--- config.mk ---
export PLATFORM = sky130hd
export DESIGN_NAME = uart_tx_gen_flat
export DESIGN_NICKNAME = d
export VERILOG_FILES = /design/src/rtl/uart_tx_gen_if.sv /design/src/rtl/uart_tx_gen.sv /design/src/flat_wrapper.sv
export SDC_FILE = /design/constraint.sdc
export NUM_CORES = 1
export LEC_CHECK = 0
export ABC_AREA = 1
export CAP_MARGIN = 10
export CORE_UTILIZATION = 52
export DETAILED_ROUTE_END_ITERATION = 7
export GPL_ROUTABILITY_DRIVEN = 0
export PLACE_DENSITY = 0.75
export SLEW_MARGIN = 20
export SYNTH_ARGS = -nofsm -noshare
export SYNTH_HDL_FRONTEND = slang
export SYNTH_SLANG_ARGS = --single-unit
--- constraint.sdc ---
create_clock -name clk -period 1.56 [get_ports clk]
set_input_delay 0.312 -clock clk [delete_from_list [all_inputs] [get_ports clk]]
set_output_delay 0.312 -clock clk [all_outputs]
set_load 0.05 [all_outputs]
--- src/rtl/uart_tx_gen_if.sv ---
// uart_tx_gen_if: word-in / serial-out port bundle for the UART transmitter.
// Latency: none, plain wires between the word source and the transmitter.
// Backpressure: the source may only count a word as taken when din_vld and rdy are both high.
interface uart_tx_gen_if #(
    parameter int DATA_W = 8
);
    logic              din_vld;
    logic [DATA_W-1:0] din;
    logic              dout;
    logic              rdy;
    logic              busy;

    // Word source side.
    modport master (
        output din_vld,
        output din,
        input  dout,
        input  rdy,
        input  busy
    );

    // Transmitter side.
    modport slave (
        input  din_vld,
        input  din,
        output dout,
        output rdy,
        output busy
    );
endinterface

--- src/rtl/uart_tx_gen.sv ---
// uart_tx_gen: UART serialiser that sends start, DATA_W bits LSB first, optional parity and 1-2 stop bits.
// Latency: dout drops for the start bit on the first clk edge after the accept edge; all outputs are registered.
// Backpressure: rdy low when the word store is full; a din_vld while rdy is low is dropped.
// Build option: define UART_TX_FIFO_EN for a FIFO_DEPTH-entry FIFO, otherwise a single holding register.
module uart_tx_gen #(
    parameter int CLK_DIV    = 2604,
    parameter int DATA_W     = 8,
    parameter int PARITY     = 0,
    parameter int STOP_BITS  = 1,
    parameter int FIFO_DEPTH = 4
) (
    input  logic         clk,
    input  logic         rst_n,
    uart_tx_gen_if.slave bus
);

    // Reject out-of-range configurations at elaboration.
    if (CLK_DIV < 2 || CLK_DIV > 65535) begin : g_bad_clk_div
        $error("uart_tx_gen: CLK_DIV must be 2..65535");
    end
    if (DATA_W < 5 || DATA_W > 9) begin : g_bad_data_w
        $error("uart_tx_gen: DATA_W must be 5..9");
    end
    if (PARITY < 0 || PARITY > 2) begin : g_bad_parity
        $error("uart_tx_gen: PARITY must be 0, 1 or 2");
    end
    if (STOP_BITS < 1 || STOP_BITS > 2) begin : g_bad_stop_bits
        $error("uart_tx_gen: STOP_BITS must be 1 or 2");
    end
    if (FIFO_DEPTH < 2 || FIFO_DEPTH > 16 || (FIFO_DEPTH & (FIFO_DEPTH - 1)) != 0) begin : g_bad_depth
        $error("uart_tx_gen: FIFO_DEPTH must be a power of two in 2..16");
    end

    localparam int                 CNT_W     = $clog2(CLK_DIV);
    localparam int                 IDX_W     = $clog2(DATA_W);
    localparam logic [CNT_W-1:0]   CNT_LAST  = CNT_W'(CLK_DIV - 1);
    localparam logic [IDX_W-1:0]   IDX_LAST  = IDX_W'(DATA_W - 1);
    localparam logic               STOP_LAST = 1'(STOP_BITS - 1);

    typedef enum logic [2:0] {
        S_IDLE,
        S_START,
        S_DATA,
        S_PARITY,
        S_STOP
    } state_t;

    state_t            state_q, state_d;
    logic [CNT_W-1:0]  cnt_q, cnt_d;
    logic [IDX_W-1:0]  bit_idx_q, bit_idx_d;
    logic              stop_idx_q, stop_idx_d;
    logic [DATA_W-1:0] shift_q, shift_d;
    logic              par_q, par_d;
    logic              dout_q, dout_d;
    logic              rdy_q, rdy_d;
    logic              busy_q, busy_d;

    // Word store handshake: push takes din, pop hands the head word to the serialiser.
    logic              push;
    logic              pop;
    logic              pend;
    logic              pend_d;
    logic [DATA_W-1:0] head;
    logic              bit_end;

    assign push    = bus.din_vld && rdy_q;
    assign bit_end = (cnt_q == CNT_LAST);

    // Parity bit that makes data-plus-parity ones odd (PARITY=1) or even (PARITY=2).
    function automatic logic parity_of(input logic [DATA_W-1:0] w);
        if (PARITY == 1) begin
            return ~(^w);
        end
        return ^w;
    endfunction

    // Frame sequencer: picks the next state, the next line level and when to pop a word.
    always_comb begin
        state_d    = state_q;
        cnt_d      = cnt_q;
        bit_idx_d  = bit_idx_q;
        stop_idx_d = stop_idx_q;
        shift_d    = shift_q;
        par_d      = par_q;
        dout_d     = dout_q;
        pop        = 1'b0;

        // Bit-period timer only runs while a frame is on the line.
        if (state_q != S_IDLE) begin
            cnt_d = bit_end ? '0 : cnt_q + 1'b1;
        end

        case (state_q)
            S_IDLE: begin
                dout_d = 1'b1;
                if (pend) begin
                    pop     = 1'b1;
                    state_d = S_START;
                    dout_d  = 1'b0;
                end
            end
            S_START: begin
                if (bit_end) begin
                    state_d   = S_DATA;
                    dout_d    = shift_q[0];
                    shift_d   = shift_q >> 1;
                    bit_idx_d = '0;
                end
            end
            S_DATA: begin
                if (bit_end) begin
                    if (bit_idx_q == IDX_LAST) begin
                        if (PARITY != 0) begin
                            state_d = S_PARITY;
                            dout_d  = par_q;
                        end else begin
                            state_d    = S_STOP;
                            dout_d     = 1'b1;
                            stop_idx_d = 1'b0;
                        end
                    end else begin
                        bit_idx_d = bit_idx_q + 1'b1;
                        dout_d    = shift_q[0];
                        shift_d   = shift_q >> 1;
                    end
                end
            end
            S_PARITY: begin
                if (bit_end) begin
                    state_d    = S_STOP;
                    dout_d     = 1'b1;
                    stop_idx_d = 1'b0;
                end
            end
            S_STOP: begin
                if (bit_end) begin
                    if (stop_idx_q == STOP_LAST) begin
                        // Chain straight into the next start bit when a word is waiting.
                        if (pend) begin
                            pop     = 1'b1;
                            state_d = S_START;
                            dout_d  = 1'b0;
                        end else begin
                            state_d = S_IDLE;
                            dout_d  = 1'b1;
                        end
                    end else begin
                        stop_idx_d = 1'b1;
                    end
                end
            end
            default: begin
                state_d = S_IDLE;
                dout_d  = 1'b1;
            end
        endcase

        // Latch the word and its parity at the moment it leaves the store.
        if (pop) begin
            shift_d = head;
            par_d   = parity_of(head);
            cnt_d   = '0;
        end
    end

`ifdef UART_TX_FIFO_EN
    localparam int             PTR_W = $clog2(FIFO_DEPTH);
    localparam logic [PTR_W:0] FULL  = (PTR_W + 1)'(FIFO_DEPTH);

    logic [DATA_W-1:0] mem_q [FIFO_DEPTH];
    logic [DATA_W-1:0] mem_d [FIFO_DEPTH];
    logic [PTR_W-1:0]  wr_ptr_q, wr_ptr_d;
    logic [PTR_W-1:0]  rd_ptr_q, rd_ptr_d;
    logic [PTR_W:0]    count_q, count_d;

    assign pend   = (count_q != '0);
    assign head   = mem_q[rd_ptr_q];
    assign pend_d = (count_d != '0);
    assign rdy_d  = (count_d != FULL);

    // FIFO bookkeeping; a push and pop in the same cycle leave occupancy unchanged.
    always_comb begin
        mem_d    = mem_q;
        wr_ptr_d = wr_ptr_q;
        rd_ptr_d = rd_ptr_q;
        count_d  = count_q;
        if (push) begin
            mem_d[wr_ptr_q] = bus.din;
            wr_ptr_d        = wr_ptr_q + 1'b1;
        end
        if (pop) begin
            rd_ptr_d = rd_ptr_q + 1'b1;
        end
        case ({push, pop})
            2'b10:   count_d = count_q + 1'b1;
            2'b01:   count_d = count_q - 1'b1;
            default: count_d = count_q;
        endcase
    end

    // FIFO pointers and occupancy; reset empties the FIFO.
    always_ff @(posedge clk or negedge rst_n) begin
        if (!rst_n) begin
            wr_ptr_q <= '0;
            rd_ptr_q <= '0;
            count_q  <= '0;
        end else begin
            wr_ptr_q <= wr_ptr_d;
            rd_ptr_q <= rd_ptr_d;
            count_q  <= count_d;
        end
    end

    // FIFO storage needs no reset; occupancy decides what is valid.
    always_ff @(posedge clk) begin
        mem_q <= mem_d;
    end
`else
    logic [DATA_W-1:0] hold_q, hold_d;
    logic              hold_vld_q, hold_vld_d;

    assign pend   = hold_vld_q;
    assign head   = hold_q;
    assign pend_d = hold_vld_d;
    // Single slot: accept only when fully idle with nothing waiting.
    assign rdy_d  = (state_d == S_IDLE) && !hold_vld_d;

    // Holding register fill and drain.
    always_comb begin
        hold_d     = hold_q;
        hold_vld_d = hold_vld_q;
        if (pop) begin
            hold_vld_d = 1'b0;
        end
        if (push) begin
            hold_d     = bus.din;
            hold_vld_d = 1'b1;
        end
    end

    // Holding register state; reset discards any waiting word.
    always_ff @(posedge clk or negedge rst_n) begin
        if (!rst_n) begin
            hold_q     <= '0;
            hold_vld_q <= 1'b0;
        end else begin
            hold_q     <= hold_d;
            hold_vld_q <= hold_vld_d;
        end
    end
`endif

    assign busy_d = (state_d != S_IDLE) || pend_d;

    // Sequencer and output registers; reset drives the line idle-high at once.
    always_ff @(posedge clk or negedge rst_n) begin
        if (!rst_n) begin
            state_q    <= S_IDLE;
            cnt_q      <= '0;
            bit_idx_q  <= '0;
            stop_idx_q <= 1'b0;
            shift_q    <= '0;
            par_q      <= 1'b0;
            dout_q     <= 1'b1;
            rdy_q      <= 1'b0;
            busy_q     <= 1'b0;
        end else begin
            state_q    <= state_d;
            cnt_q      <= cnt_d;
            bit_idx_q  <= bit_idx_d;
            stop_idx_q <= stop_idx_d;
            shift_q    <= shift_d;
            par_q      <= par_d;
            dout_q     <= dout_d;
            rdy_q      <= rdy_d;
            busy_q     <= busy_d;
        end
    end

    assign bus.dout = dout_q;
    assign bus.rdy  = rdy_q;
    assign bus.busy = busy_q;

endmodule

--- src/flat_wrapper.sv ---
// flat-port wrapper written by rule: the top's interface ports become plain ports
module uart_tx_gen_flat 
#(
    parameter int CLK_DIV    = 2604,
    parameter int DATA_W     = 8,
    parameter int PARITY     = 0,
    parameter int STOP_BITS  = 1,
    parameter int FIFO_DEPTH = 4
)
  (clk, rst_n, bus_din_vld, bus_din, bus_dout, bus_rdy, bus_busy);
  uart_tx_gen_if #(.DATA_W(DATA_W)) bus_i ();
  input  logic clk;
  input  logic rst_n;
  input wire logic [$bits(bus_i.din_vld)-1:0] bus_din_vld;
  input wire logic [$bits(bus_i.din)-1:0] bus_din;
  output wire logic [$bits(bus_i.dout)-1:0] bus_dout;
  output wire logic [$bits(bus_i.rdy)-1:0] bus_rdy;
  output wire logic [$bits(bus_i.busy)-1:0] bus_busy;
  assign bus_i.din_vld = bus_din_vld;
  assign bus_i.din = bus_din;
  assign bus_dout = bus_i.dout;
  assign bus_rdy = bus_i.rdy;
  assign bus_busy = bus_i.busy;
  uart_tx_gen #(.CLK_DIV(CLK_DIV), .DATA_W(DATA_W), .PARITY(PARITY), .STOP_BITS(STOP_BITS), .FIFO_DEPTH(FIFO_DEPTH)) u_core (.clk(clk), .rst_n(rst_n), .bus(bus_i));
endmodule
==> results.cfg <==
[final_layout]
drive_gt1_share_pct = 26.9
multi_input_area_mm2 = 0.00101
diodes = 0
final_cell_mix = 66 x nand2_1, 37 x dfrtp_1, 32 x inv_1, 26 x buf_4, 22 x nand3_1
areaGrowthSynthToFinish_pct = 31.0
utilization_pct = 71.9
layout_commonest_cell = nand2_1
ff_latch_area_um2 = 952
nFillCells = 295
final_area_mm2 = 0.00265
nets = 314

[clocking]
cts_buffers = 5
cts_tree = yes
clockRootBuffer = clkbuf_8
path_clk_slew_ns = 0.08
clock_latency_ns = 0.29
cts_sinks = 38
htreeDepth = 2
cts.path.max_buffers = 2

[logic_synthesis]
synth_top_area_share_pct = 45.7
synth-seq-cells = 38
ys_seq_area_share_pct = 47.0
synth_cell_type_count = 29
postSynthAreaPerCell_um2 = 8.07
mappedNetlistNets = 265
yosysTopAreaCell = dfrtp_1
synth_warnings = 0
synth_area_mm2 = 0.00202
synth_cells = 251
synthTopCellsByArea = dfrtp_1 46%, nand2_1 13%, inv_1 6.1%, nand3_1 5.9%, nor2_1 4.6%

[floorplan]
initial_utilization_pct = 54.9
dieArea_mm2 = 0.00415
rows = 22
die_width_um = 64.4
die_h_um = 64.4
ios = 14
core_mm2 = 0.00369

[power_and_ir_drop]
power_uw = 1730
leakage_uw = 0.00134
power.density_mw_per_mm2 = 654
ir_worst_vdd_mv = 0.444

[detailed_routing]
route.detailed.drc = 0
ant_nets = 0
vias = 1769
routedWlPerCell_um = 12.5
drtIter0Drc = 90
via_per_inst = 5.07
dr.pass1.iters = 4
wirelength_um = 4350

[global_routing]
grtUsageTotal_pct = 23.1
grt_max_degree = 22
grt-ovfl-total = 0
grt_pass1_wl_um = 7340
antenna_found_initial = 0
grt_pass1_vias = 1755

[timing]
rsz0062_at_grt = yes
max_freq_mhz = 660
hold-worst-slack_ns = 0.476
fin_crit_ns = 1.52
tightest_slew_ns = 0.437
tns_ns = 0
relSlewSlack_pct = 70.9
fin_crit_sh_pct = 97.2
skew_ns = 0.00705
setup_viol_count_final = 0
hold_viol = 0
drv_slew = 0

[worst_hold_path]
holdCritStartpoint = u_core.hold_vld_q
holdCritPathClass = reg -> reg

[critical_path]
required_ns = 1.79
startpoint = u_core.cnt_q[0]
worstPathMaxFanout = 5
critPathKind = reg -> reg
crit_arrival_ns = 1.75
start_kind = flip-flop
crit-reg2reg-launch = u_core.cnt_q[0]
end_kind = flip-flop

[placement]
portBuffers = 13
post_dp_cell_area_mm2 = 0.00238
dp_hpwl_um = 3010

[job]
maxCapViolCount = 0

[outcome]
status = complete, no violations
## metal layers
layer,vias to the layer above,GRT usage (%),share of wire [%]
met5,-,0,0
met4,0,10.6,1.3
met3,8,6.43,3.8
met2,34,37.6,47
met1,836,28.3,47
li1,891,-,-
## per-stage QoR
stage	std cells	setup slack, ns
4_1_cts	344	0.00687
3_3_place_gp	331	0.0113
6_report	349	0.0440
3_5_place_dp	331	-0.00971
5_1_grt	349	-0.0387
2_1_floorplan	251	0.0281
## synth_stat cells (all sizes together)
master,number
a21oi,6
nand3,26
clkbuf,1
mux2,6
o22ai,1
dfrtp,37
nand3b,6
o21ai,8
dfstp,1
inv,36
buf,1
ha,3
o2111ai,1
nor3,7
nand2,75
nand4,2
xor2,4
nor2,30
## final timing paths
check | cells past startpoint | slack, ns | to
setup / recovery | 10 | 0.04 | u_core.shift_q[6]
hold / removal | 2 | 0.48 | u_core.hold_vld_q
setup reg to reg | 10 | 0.04 | u_core.shift_q[6]
hold reg to reg | 2 | 0.48 | u_core.hold_vld_q
max in group asynchronous | 3 | 0.53 | u_core.bus.dout
min in group asynchronous | 2 | 0.49 | u_core.cnt_q[2]
## where the power goes
part	switching (uW)	internal [uW]	total, uW
clock	344	357	701
sequential	0	984	984
combinational	22.5	26.9	49.4
total	367	1370	1730
## critical path: stages, from the launching register on
cell	delay, ns
dfrtp_1	0.40
ha_4	0.18
nand2_4	0.06
nor2_4	0.11
nand3_4	0.13
nor2_4	0.15
nand2_4	0.09
nand2_4	0.11
buf_4	0.12
nand3_1	0.06
nand2_1	0.06
## flip-flops by register name, indices dropped and copies added (netlist names)
name,flops
u_core.bit_idx_q,3
u_core.shift_q,8
u_core.head,8
u_core.cnt_q,12
u_core.hold_vld_q,1
u_core.bus.rdy,1
u_core.state_q,3
u_core.bus.busy,1
u_core.bus.dout,1
## cell families after synthesis
kind of cell	share of synthesized area, %
AO/OA/AOI/OAI	4.39
XOR/XNOR	1.73
adder cells (fa/ha/maj)	1.85
buffers and inverters	7.54
flip-flops	47.0
multiplexers	3.34
AND/OR/NAND/NOR	34.1
## what timing repair did
action / in CTS / in global routing
setup endpoints to repair: 9 / 24
buffers inserted: 3 / 5
hold endpoints to repair: 17 / 0
cloned: 1 / 0
resized for setup: 4 / 24
pin swaps: 4 / 11
hold buffers: 1 / 0
## cell type report
type	count	area share, %
Multi-Input combinational cell	176	38.3
Sequential cell	38	35.9
Timing Repair Buffer	43	14.9
Inverter	36	5.28
Clock buffer	7	3.25
Tap cell	48	2.26
Clock inverter	1	0.189
(Power assumes the default switching activity.)
